[config.mk]
export PLATFORM = sky130hd
export DESIGN_NAME = rob_ring_flat
export DESIGN_NICKNAME = d
export VERILOG_FILES = /design/src/rtl/rob_ring_pkg.sv /design/src/rtl/rob_ring_if.sv /design/src/rtl/rob_ring_wb_select.sv /design/src/rtl/rob_ring.sv /design/src/flat_wrapper.sv
export SDC_FILE = /design/constraint.sdc
export NUM_CORES = 2
export LEC_CHECK = 0
export CORE_MARGIN = 2
export CORE_UTILIZATION = 62
export CTS_CLUSTER_DIAMETER = 80
export DETAILED_ROUTE_END_ITERATION = 8
export PLACE_DENSITY = 0.83
export SLEW_MARGIN = 25
export SYNTH_ARGS = -nofsm -noshare
export SYNTH_HDL_FRONTEND = slang
export SYNTH_HIERARCHICAL = 1
export SYNTH_SLANG_ARGS = --single-unit
[constraint.sdc]
create_clock -name clk -period 65.2 [get_ports clk]
set_input_delay 19.56 -clock clk [delete_from_list [all_inputs] [get_ports clk]]
set_output_delay 19.56 -clock clk [all_outputs]
set_load 0.05 [all_outputs]
[src/rtl/rob_ring_pkg.sv]
// rob_ring shared definitions: exception encoding, default
// widths and a small helper for select-index sizing.
package rob_ring_pkg;

  localparam int ROB_ADDR     = 4;
  localparam int DATA_W       = 32;
  localparam int REG_ADDR_W   = 5;
  localparam int EXC_W        = 4;
  localparam int PC_W         = 32;
  localparam int WB_PORTS_DEF = 2;

  localparam logic [EXC_W-1:0] EXC_TYPE_NULL = '0;

  function automatic int idx_w(int n);
    return (n > 1) ? $clog2(n) : 1;
  endfunction

endpackage

[src/rtl/rob_ring_if.sv]
// rob_ring channel bundle: alloc, writeback, lookup and commit.
// master drives the ROB (stage glue), slave is the ROB itself.
interface rob_ring_if #(
  parameter int ADDR_WIDTH     = rob_ring_pkg::ROB_ADDR,
  parameter int DATA_WIDTH     = rob_ring_pkg::DATA_W,
  parameter int REG_ADDR_WIDTH = rob_ring_pkg::REG_ADDR_W,
  parameter int EXC_WIDTH      = rob_ring_pkg::EXC_W,
  parameter int WB_PORTS       = rob_ring_pkg::WB_PORTS_DEF
);

  logic                            flush;
  logic                            alloc_en;
  logic                            alloc_ready;
  logic [ADDR_WIDTH-1:0]           alloc_id;
  logic                            alloc_reg_write_en;
  logic [REG_ADDR_WIDTH-1:0]       alloc_reg_write_addr;
  logic [EXC_WIDTH-1:0]            alloc_exc_type;
  logic                            alloc_is_delayslot;
  logic [31:0]                     alloc_pc;

  logic [WB_PORTS-1:0]             wb_en;
  logic [WB_PORTS*ADDR_WIDTH-1:0]  wb_id;
  logic [WB_PORTS*DATA_WIDTH-1:0]  wb_data;
  logic [WB_PORTS*EXC_WIDTH-1:0]   wb_exc_type;

  logic [ADDR_WIDTH-1:0]           rd_id_1;
  logic [ADDR_WIDTH-1:0]           rd_id_2;
  logic                            rd_done_1;
  logic                            rd_done_2;
  logic [DATA_WIDTH-1:0]           rd_data_1;
  logic [DATA_WIDTH-1:0]           rd_data_2;

  logic                            commit_valid;
  logic                            commit_ready;
  logic [ADDR_WIDTH-1:0]           commit_id;
  logic                            commit_reg_write_en;
  logic [REG_ADDR_WIDTH-1:0]       commit_reg_write_addr;
  logic [DATA_WIDTH-1:0]           commit_reg_write_data;
  logic [EXC_WIDTH-1:0]            commit_exc_type;
  logic                            commit_is_delayslot;
  logic [31:0]                     commit_pc;

  modport master (
    output flush, alloc_en, alloc_reg_write_en,
    output alloc_reg_write_addr, alloc_exc_type,
    output alloc_is_delayslot, alloc_pc,
    output wb_en, wb_id, wb_data, wb_exc_type,
    output rd_id_1, rd_id_2, commit_ready,
    input  alloc_ready, alloc_id,
    input  rd_done_1, rd_done_2, rd_data_1, rd_data_2,
    input  commit_valid, commit_id, commit_reg_write_en,
    input  commit_reg_write_addr, commit_reg_write_data,
    input  commit_exc_type, commit_is_delayslot, commit_pc
  );

  modport slave (
    input  flush, alloc_en, alloc_reg_write_en,
    input  alloc_reg_write_addr, alloc_exc_type,
    input  alloc_is_delayslot, alloc_pc,
    input  wb_en, wb_id, wb_data, wb_exc_type,
    input  rd_id_1, rd_id_2, commit_ready,
    output alloc_ready, alloc_id,
    output rd_done_1, rd_done_2, rd_data_1, rd_data_2,
    output commit_valid, commit_id, commit_reg_write_en,
    output commit_reg_write_addr, commit_reg_write_data,
    output commit_exc_type, commit_is_delayslot, commit_pc
  );

endinterface

[src/rtl/rob_ring_wb_select.sv]
// Writeback port matcher: finds the lowest-indexed enabled
// writeback port whose target ID equals the query ID.
module rob_ring_wb_select
  import rob_ring_pkg::*;
#(
  parameter int ADDR_WIDTH = ROB_ADDR,
  parameter int WB_PORTS   = WB_PORTS_DEF,
  parameter int PW         = idx_w(WB_PORTS)
) (
  input  logic [ADDR_WIDTH-1:0]          i_qid,
  input  logic [WB_PORTS-1:0]            i_wb_en,
  input  logic [WB_PORTS*ADDR_WIDTH-1:0] i_wb_id,
  output logic                           o_hit,
  output logic [PW-1:0]                  o_port
);

  // scan high to low so the lowest matching port lands last
  always_comb begin
    o_hit  = 1'b0;
    o_port = '0;
    for (int k = WB_PORTS - 1; k >= 0; k--) begin
      if (i_wb_en[k] &&
          i_wb_id[k*ADDR_WIDTH +: ADDR_WIDTH] == i_qid) begin
        o_hit  = 1'b1;
        o_port = PW'(k);
      end
    end
  end

endmodule

[src/rtl/rob_ring.sv]
// Reorder-buffer ring: in-order allocate/commit, out-of-order
// multi-port writeback, two bypassed operand lookup ports.
module rob_ring
  import rob_ring_pkg::*;
#(
  parameter int ADDR_WIDTH     = ROB_ADDR,
  parameter int DATA_WIDTH     = DATA_W,
  parameter int REG_ADDR_WIDTH = REG_ADDR_W,
  parameter int EXC_WIDTH      = EXC_W,
  parameter int WB_PORTS       = WB_PORTS_DEF
) (
  input logic      clk,
  input logic      rst,
  rob_ring_if.slave bus
);

  localparam int DEPTH = 1 << ADDR_WIDTH;
  localparam int PW    = idx_w(WB_PORTS);
  localparam logic [EXC_WIDTH-1:0] XNULL =
    EXC_WIDTH'(EXC_TYPE_NULL);

  typedef logic [ADDR_WIDTH-1:0] id_t;

  logic [ADDR_WIDTH:0]       r_head, r_tail;
  logic [DEPTH-1:0]          r_busy, r_done;
  logic [DEPTH-1:0]          r_rwe, r_ds;
  logic [DATA_WIDTH-1:0]     r_data  [DEPTH];
  logic [REG_ADDR_WIDTH-1:0] r_raddr [DEPTH];
  logic [EXC_WIDTH-1:0]      r_exc   [DEPTH];
  logic [31:0]               r_pc    [DEPTH];

  logic [DATA_WIDTH-1:0] w_wb_data [WB_PORTS];
  logic [EXC_WIDTH-1:0]  w_wb_exc  [WB_PORTS];
  logic [DEPTH-1:0]      w_hit;
  logic [PW-1:0]         w_port    [DEPTH];
  logic [1:0]            w_rd_hit;
  logic [PW-1:0]         w_rd_port [2];

  id_t  w_h, w_t;
  logic w_full, w_empty, w_alloc, w_cvalid, w_commit;

  assign w_h      = r_head[ADDR_WIDTH-1:0];
  assign w_t      = r_tail[ADDR_WIDTH-1:0];
  assign w_full   = (w_h == w_t) &&
                    (r_head[ADDR_WIDTH] != r_tail[ADDR_WIDTH]);
  assign w_empty  = (r_head == r_tail);
  assign w_alloc  = bus.alloc_en && !w_full;
  assign w_cvalid = r_busy[w_h] && r_done[w_h];
  assign w_commit = w_cvalid && bus.commit_ready;

  for (genvar k = 0; k < WB_PORTS; k++) begin : g_port
    assign w_wb_data[k] =
      bus.wb_data[k*DATA_WIDTH +: DATA_WIDTH];
    assign w_wb_exc[k] =
      bus.wb_exc_type[k*EXC_WIDTH +: EXC_WIDTH];
  end

  for (genvar i = 0; i < DEPTH; i++) begin : g_ent
    rob_ring_wb_select #(
      .ADDR_WIDTH(ADDR_WIDTH),
      .WB_PORTS  (WB_PORTS)
    ) u_sel (
      .i_qid  (id_t'(i)),
      .i_wb_en(bus.wb_en),
      .i_wb_id(bus.wb_id),
      .o_hit  (w_hit[i]),
      .o_port (w_port[i])
    );
  end

  rob_ring_wb_select #(
    .ADDR_WIDTH(ADDR_WIDTH),
    .WB_PORTS  (WB_PORTS)
  ) u_rd1 (
    .i_qid  (bus.rd_id_1),
    .i_wb_en(bus.wb_en),
    .i_wb_id(bus.wb_id),
    .o_hit  (w_rd_hit[0]),
    .o_port (w_rd_port[0])
  );

  rob_ring_wb_select #(
    .ADDR_WIDTH(ADDR_WIDTH),
    .WB_PORTS  (WB_PORTS)
  ) u_rd2 (
    .i_qid  (bus.rd_id_2),
    .i_wb_en(bus.wb_en),
    .i_wb_id(bus.wb_id),
    .o_hit  (w_rd_hit[1]),
    .o_port (w_rd_port[1])
  );

  // an allocated slot is never busy, so alloc and wb never collide
  always_ff @(posedge clk or posedge rst) begin
    if (rst) begin
      r_head <= '0;
      r_tail <= '0;
      r_busy <= '0;
      r_done <= '0;
      r_rwe  <= '0;
      r_ds   <= '0;
      for (int i = 0; i < DEPTH; i++) begin
        r_data[i]  <= '0;
        r_raddr[i] <= '0;
        r_exc[i]   <= '0;
        r_pc[i]    <= '0;
      end
    end else if (bus.flush) begin
      r_head <= '0;
      r_tail <= '0;
      r_busy <= '0;
      r_done <= '0;
    end else begin
      for (int i = 0; i < DEPTH; i++) begin
        if (w_hit[i] && r_busy[i]) begin
          r_done[i] <= 1'b1;
          r_data[i] <= w_wb_data[w_port[i]];
          if (w_wb_exc[w_port[i]] != XNULL)
            r_exc[i] <= w_wb_exc[w_port[i]];
        end
      end
      if (w_commit) begin
        r_busy[w_h] <= 1'b0;
        r_head      <= r_head + 1'b1;
      end
      if (w_alloc) begin
        r_busy[w_t]  <= 1'b1;
        r_done[w_t]  <= 1'b0;
        r_data[w_t]  <= '0;
        r_rwe[w_t]   <= bus.alloc_reg_write_en;
        r_raddr[w_t] <= bus.alloc_reg_write_addr;
        r_exc[w_t]   <= bus.alloc_exc_type;
        r_ds[w_t]    <= bus.alloc_is_delayslot;
        r_pc[w_t]    <= bus.alloc_pc;
        r_tail       <= r_tail + 1'b1;
      end
    end
  end

  assign bus.alloc_ready = !w_full;
  assign bus.alloc_id    = w_t;

  assign bus.rd_done_1 = r_busy[bus.rd_id_1] &&
    (w_rd_hit[0] || r_done[bus.rd_id_1]);
  assign bus.rd_data_1 =
    (r_busy[bus.rd_id_1] && w_rd_hit[0]) ?
    w_wb_data[w_rd_port[0]] : r_data[bus.rd_id_1];

  assign bus.rd_done_2 = r_busy[bus.rd_id_2] &&
    (w_rd_hit[1] || r_done[bus.rd_id_2]);
  assign bus.rd_data_2 =
    (r_busy[bus.rd_id_2] && w_rd_hit[1]) ?
    w_wb_data[w_rd_port[1]] : r_data[bus.rd_id_2];

  assign bus.commit_valid = w_cvalid;
  assign bus.commit_id    = w_empty ? '0 : w_h;
  assign bus.commit_reg_write_en =
    w_empty ? 1'b0 : r_rwe[w_h];
  assign bus.commit_reg_write_addr =
    w_empty ? '0 : r_raddr[w_h];
  assign bus.commit_reg_write_data =
    w_empty ? '0 : r_data[w_h];
  assign bus.commit_exc_type =
    w_empty ? '0 : r_exc[w_h];
  assign bus.commit_is_delayslot =
    w_empty ? 1'b0 : r_ds[w_h];
  assign bus.commit_pc = w_empty ? '0 : r_pc[w_h];

endmodule
[src/flat_wrapper.sv]
// flat-port wrapper written by rule: the top's interface ports become plain ports
module rob_ring_flat import rob_ring_pkg::*;
#(
  parameter int ADDR_WIDTH     = ROB_ADDR,
  parameter int DATA_WIDTH     = DATA_W,
  parameter int REG_ADDR_WIDTH = REG_ADDR_W,
  parameter int EXC_WIDTH      = EXC_W,
  parameter int WB_PORTS       = WB_PORTS_DEF
)
  (clk, rst, bus_flush, bus_alloc_en, bus_alloc_reg_write_en, bus_alloc_reg_write_addr, bus_alloc_exc_type, bus_alloc_is_delayslot, bus_alloc_pc, bus_wb_en, bus_wb_id, bus_wb_data, bus_wb_exc_type, bus_rd_id_1, bus_rd_id_2, bus_commit_ready, bus_alloc_ready, bus_alloc_id, bus_rd_done_1, bus_rd_done_2, bus_rd_data_1, bus_rd_data_2, bus_commit_valid, bus_commit_id, bus_commit_reg_write_en, bus_commit_reg_write_addr, bus_commit_reg_write_data, bus_commit_exc_type, bus_commit_is_delayslot, bus_commit_pc);
  rob_ring_if #(.ADDR_WIDTH(ADDR_WIDTH), .DATA_WIDTH(DATA_WIDTH), .REG_ADDR_WIDTH(REG_ADDR_WIDTH), .EXC_WIDTH(EXC_WIDTH), .WB_PORTS(WB_PORTS)) bus_i ();
  input logic clk;
  input logic rst;
  input wire logic [$bits(bus_i.flush)-1:0] bus_flush;
  input wire logic [$bits(bus_i.alloc_en)-1:0] bus_alloc_en;
  input wire logic [$bits(bus_i.alloc_reg_write_en)-1:0] bus_alloc_reg_write_en;
  input wire logic [$bits(bus_i.alloc_reg_write_addr)-1:0] bus_alloc_reg_write_addr;
  input wire logic [$bits(bus_i.alloc_exc_type)-1:0] bus_alloc_exc_type;
  input wire logic [$bits(bus_i.alloc_is_delayslot)-1:0] bus_alloc_is_delayslot;
  input wire logic [$bits(bus_i.alloc_pc)-1:0] bus_alloc_pc;
  input wire logic [$bits(bus_i.wb_en)-1:0] bus_wb_en;
  input wire logic [$bits(bus_i.wb_id)-1:0] bus_wb_id;
  input wire logic [$bits(bus_i.wb_data)-1:0] bus_wb_data;
  input wire logic [$bits(bus_i.wb_exc_type)-1:0] bus_wb_exc_type;
  input wire logic [$bits(bus_i.rd_id_1)-1:0] bus_rd_id_1;
  input wire logic [$bits(bus_i.rd_id_2)-1:0] bus_rd_id_2;
  input wire logic [$bits(bus_i.commit_ready)-1:0] bus_commit_ready;
  output wire logic [$bits(bus_i.alloc_ready)-1:0] bus_alloc_ready;
  output wire logic [$bits(bus_i.alloc_id)-1:0] bus_alloc_id;
  output wire logic [$bits(bus_i.rd_done_1)-1:0] bus_rd_done_1;
  output wire logic [$bits(bus_i.rd_done_2)-1:0] bus_rd_done_2;
  output wire logic [$bits(bus_i.rd_data_1)-1:0] bus_rd_data_1;
  output wire logic [$bits(bus_i.rd_data_2)-1:0] bus_rd_data_2;
  output wire logic [$bits(bus_i.commit_valid)-1:0] bus_commit_valid;
  output wire logic [$bits(bus_i.commit_id)-1:0] bus_commit_id;
  output wire logic [$bits(bus_i.commit_reg_write_en)-1:0] bus_commit_reg_write_en;
  output wire logic [$bits(bus_i.commit_reg_write_addr)-1:0] bus_commit_reg_write_addr;
  output wire logic [$bits(bus_i.commit_reg_write_data)-1:0] bus_commit_reg_write_data;
  output wire logic [$bits(bus_i.commit_exc_type)-1:0] bus_commit_exc_type;
  output wire logic [$bits(bus_i.commit_is_delayslot)-1:0] bus_commit_is_delayslot;
  output wire logic [$bits(bus_i.commit_pc)-1:0] bus_commit_pc;
  assign bus_i.flush = bus_flush;
  assign bus_i.alloc_en = bus_alloc_en;
  assign bus_i.alloc_reg_write_en = bus_alloc_reg_write_en;
  assign bus_i.alloc_reg_write_addr = bus_alloc_reg_write_addr;
  assign bus_i.alloc_exc_type = bus_alloc_exc_type;
  assign bus_i.alloc_is_delayslot = bus_alloc_is_delayslot;
  assign bus_i.alloc_pc = bus_alloc_pc;
  assign bus_i.wb_en = bus_wb_en;
  assign bus_i.wb_id = bus_wb_id;
  assign bus_i.wb_data = bus_wb_data;
  assign bus_i.wb_exc_type = bus_wb_exc_type;
  assign bus_i.rd_id_1 = bus_rd_id_1;
  assign bus_i.rd_id_2 = bus_rd_id_2;
  assign bus_i.commit_ready = bus_commit_ready;
  assign bus_alloc_ready = bus_i.alloc_ready;
  assign bus_alloc_id = bus_i.alloc_id;
  assign bus_rd_done_1 = bus_i.rd_done_1;
  assign bus_rd_done_2 = bus_i.rd_done_2;
  assign bus_rd_data_1 = bus_i.rd_data_1;
  assign bus_rd_data_2 = bus_i.rd_data_2;
  assign bus_commit_valid = bus_i.commit_valid;
  assign bus_commit_id = bus_i.commit_id;
  assign bus_commit_reg_write_en = bus_i.commit_reg_write_en;
  assign bus_commit_reg_write_addr = bus_i.commit_reg_write_addr;
  assign bus_commit_reg_write_data = bus_i.commit_reg_write_data;
  assign bus_commit_exc_type = bus_i.commit_exc_type;
  assign bus_commit_is_delayslot = bus_i.commit_is_delayslot;
  assign bus_commit_pc = bus_i.commit_pc;
  rob_ring #(.ADDR_WIDTH(ADDR_WIDTH), .DATA_WIDTH(DATA_WIDTH), .REG_ADDR_WIDTH(REG_ADDR_WIDTH), .EXC_WIDTH(EXC_WIDTH), .WB_PORTS(WB_PORTS)) u_core (.clk(clk), .rst(rst), .bus(bus_i));
endmodule
==> impl_metrics.env <==
export IMPL_status="finished with violations"
export IMPL_violations="design-rule violations"
export IMPL_gp_congestion=0.9916
export IMPL_synth_top_area_frac=0.4078
export IMPL_ys_types=59
export IMPL_hold_violations=0
export IMPL_clock_skew_ns=0.05576
export IMPL_cp_max_fo=48
export IMPL_wirelength_um=246500
export IMPL_crit_type="in -> out"
export IMPL_max_freq_mhz=22.90
export IMPL_synthTopCellsByArea="dfrtp_1 41%, mux4_2 20%, mux2_1 9.0%, mux2i_1 6.8%, a211oi_1 5.2%"
export IMPL_grt_antenna_before_repair=29
export IMPL_synthAdderAreaFrac=0.001313
export IMPL_synth_top_family_by_area="multiplexers"
export IMPL_clockBufferDepth=3
export IMPL_worstSetupStartpointType="input pin"
export IMPL_synth_compound_area_frac=0.07189
export IMPL_die_area_um2=125800
export IMPL_async_reset_ff_frac=1.000
export IMPL_min_period_ns=43.66
export IMPL_synth_simple_area_share=0.05567
export IMPL_ctsHtreeMaxLevel=4
export IMPL_post_route_util=0.6951
export IMPL_ir_drop_mv=0.02511
export IMPL_via_per_inst=7.452
export IMPL_drt_iter0_drc=7832
export IMPL_grt_first_pass_wirelength_um=371800
export IMPL_worstMarginPinSlew_ns=1.205
export IMPL_end_kind="output pin"
export IMPL_rsz0062_at_grt="false"
export IMPL_clk_latency_ns=0.79
export IMPL_die_height_um=354.6
export IMPL_via_count=57060
export IMPL_num_io_pins=289
export IMPL_power_density_nw_per_um2=22.36
export IMPL_synth_most_common_cell="dfrtp_1"
export IMPL_post_drt_wl_per_cell_um=32.19
export IMPL_track_usage=0.3936
export IMPL_synth_edff_count=0
export IMPL_dieWidth_um=354.6
export IMPL_worst_slew_margin_rel=0.1969
export IMPL_worstRegToRegCells=10
export IMPL_grt_pass1_vias=58590
export IMPL_ant_nets=0
export IMPL_ys_seq_area_frac=0.4078
export IMPL_final_nets=6067
export IMPL_synth_avg_cell_area_um2=12.92
export IMPL_yosys_warnings=6
export IMPL_synthMuxAreaShare=0.4043
export IMPL_portBuffers=288
export IMPL_required_ns=45.64
export IMPL_firstDrtPassIters=9
export IMPL_maxCapViolCount=0
export IMPL_synthTopCellsByCount="1242 x dfrtp_1, 673 x mux4_2, 612 x mux2_1, 609 x nor2_1, 525 x a211oi_1"
export IMPL_synth_seq_cells=1242
export IMPL_cts_root_buf="clkbuf_16"
export IMPL_cts_resized=0
export IMPL_fp_row_count=128
export IMPL_numCtsBuffers=137
export IMPL_netlist_area_um2=76220
export IMPL_initial_core_util=0.6254
export IMPL_grt_overflow=0
export IMPL_tritoncts="done"
export IMPL_period_share=0.6696
export IMPL_hold_path_class="reg -> reg"
export IMPL_finalSetupViolCount=0
export IMPL_synthToLayoutAreaGrowth_pct=11.15
export IMPL_grt_max_degree=190
export IMPL_r2r_slack_ns=60.09
export IMPL_slew_viol_final=0
export IMPL_syn_inst=5898
export IMPL_cp_arrival_ns=24.10
export IMPL_post_cts_setup_buffer_count=0
export IMPL_cts_sinks=1242
export IMPL_drive_above_1_share=0.2203
export IMPL_synth_largest_area_cell="dfrtp_1"
export IMPL_synthXorXnorAreaFrac=0.01149
export IMPL_core_um2=121900
export IMPL_path_clk_slew_ns=0.05
export IMPL_place_hpwl_um=136700
export IMPL_final_setup_tns_ns=0
export IMPL_synth_flop_cell="dfrtp_1"
export IMPL_hold_buffers=0
export IMPL_hold_depth=1
export IMPL_route_detailed_drc=2
export IMPL_leakage_nw=34.68
## path summary, 6_finish.rpt
path	startpoint	endpoint
min in group asynchronous	rst	u_core/r_pc[257]
min	u_core/r_pc[149]	u_core/r_pc[149]
max in group asynchronous	rst	u_core/r_pc[149]
max reg2reg	u_core/r_head[1]	u_core/r_raddr[53]
min reg2reg	u_core/r_pc[149]	u_core/r_pc[149]
max	bus_rd_id_2[0]	bus_rd_data_2[31]
## state kept, by name, indices dropped and copies added, names as in the netlist, 16 cells and up
signal and count:
u_core/r_raddr 80, u_core/r_data 512, u_core/r_pc 512, u_core/r_exc 64
u_core/r_ds 16, u_core/r_busy 16, u_core/r_rwe 16, u_core/r_done 16
## final cells by class
class	instances	area (um2)
diodes	7	17.52
clock buffers	185	3849
clock inverters	57	705.7
fillers	7928	37160
inverters	108	420.4
multi-input cells	4010	42500
flip-flops and latches	1242	31090
well taps	1625	2033
repair buffers	422	4095
## through the flow
stage	hold slack (ns)	power [mW]	instances	setup slack, ns	cell area, um2
after CTS	0.4815	1.890	7645	21.56	84550
final	0.4765	1.894	7656	21.54	84710
after global routing	0.4938	1.949	7655	21.32	84710
after floorplan	0.4524	1.033	6056	10.64	76810
after global placement	0.4610	1.099	7399	21.65	79910
after detailed placement	0.4686	1.111	7403	21.57	80000
## worst max-delay path, stage by stage
cell and delay, ns:
buf_8 0.44, buf_4 0.84, buf_4 0.84, mux4_4 0.72, mux4_2 0.47, mux2_2 0.33
clkdlybuf4s50_1 0.73
## layer usage
| layer | wire length, um | track usage | vias to the layer above |
|---|---|---|---|
| met5 | 191 | 0 | - |
| met1 | 85560 | 0.5040 | 28800 |
| li1 | - | - | 22330 |
| met2 | 109500 | 0.5808 | 4594 |
| met3 | 34200 | 0.1405 | 1295 |
| met4 | 16990 | 0.2342 | 36 |
## power by group
group	switching, mW	internal (mW)	leakage, nW
sequential	0.0285	0.816	16.8
combinational	0.150	0.113	15.6
clock	0.340	0.448	2.24
## cell families after synthesis
logic type / Yosys count
mux: 2055
xor+xnor: 100
simple gates: 955
flops: 1242
other cells: 2
compound gates: 732
buf+inv: 804
fa+ha+maj: 8
## placed cells by master, fill, tap and decap left out, types with 96 or more instances in the layout
cell type        instances
dfrtp_1               1239
mux4_2                 673
mux2_1                 612
nor2_1                 561
a211oi_1               525
mux2i_1                518
clkdlybuf4s50_1        278
mux2_2                 183
conb_1                 160
clkbuf_16              137
buf_4                  113
nor2b_1                 96
Note: power is estimated with default switching activity, not from simulation.
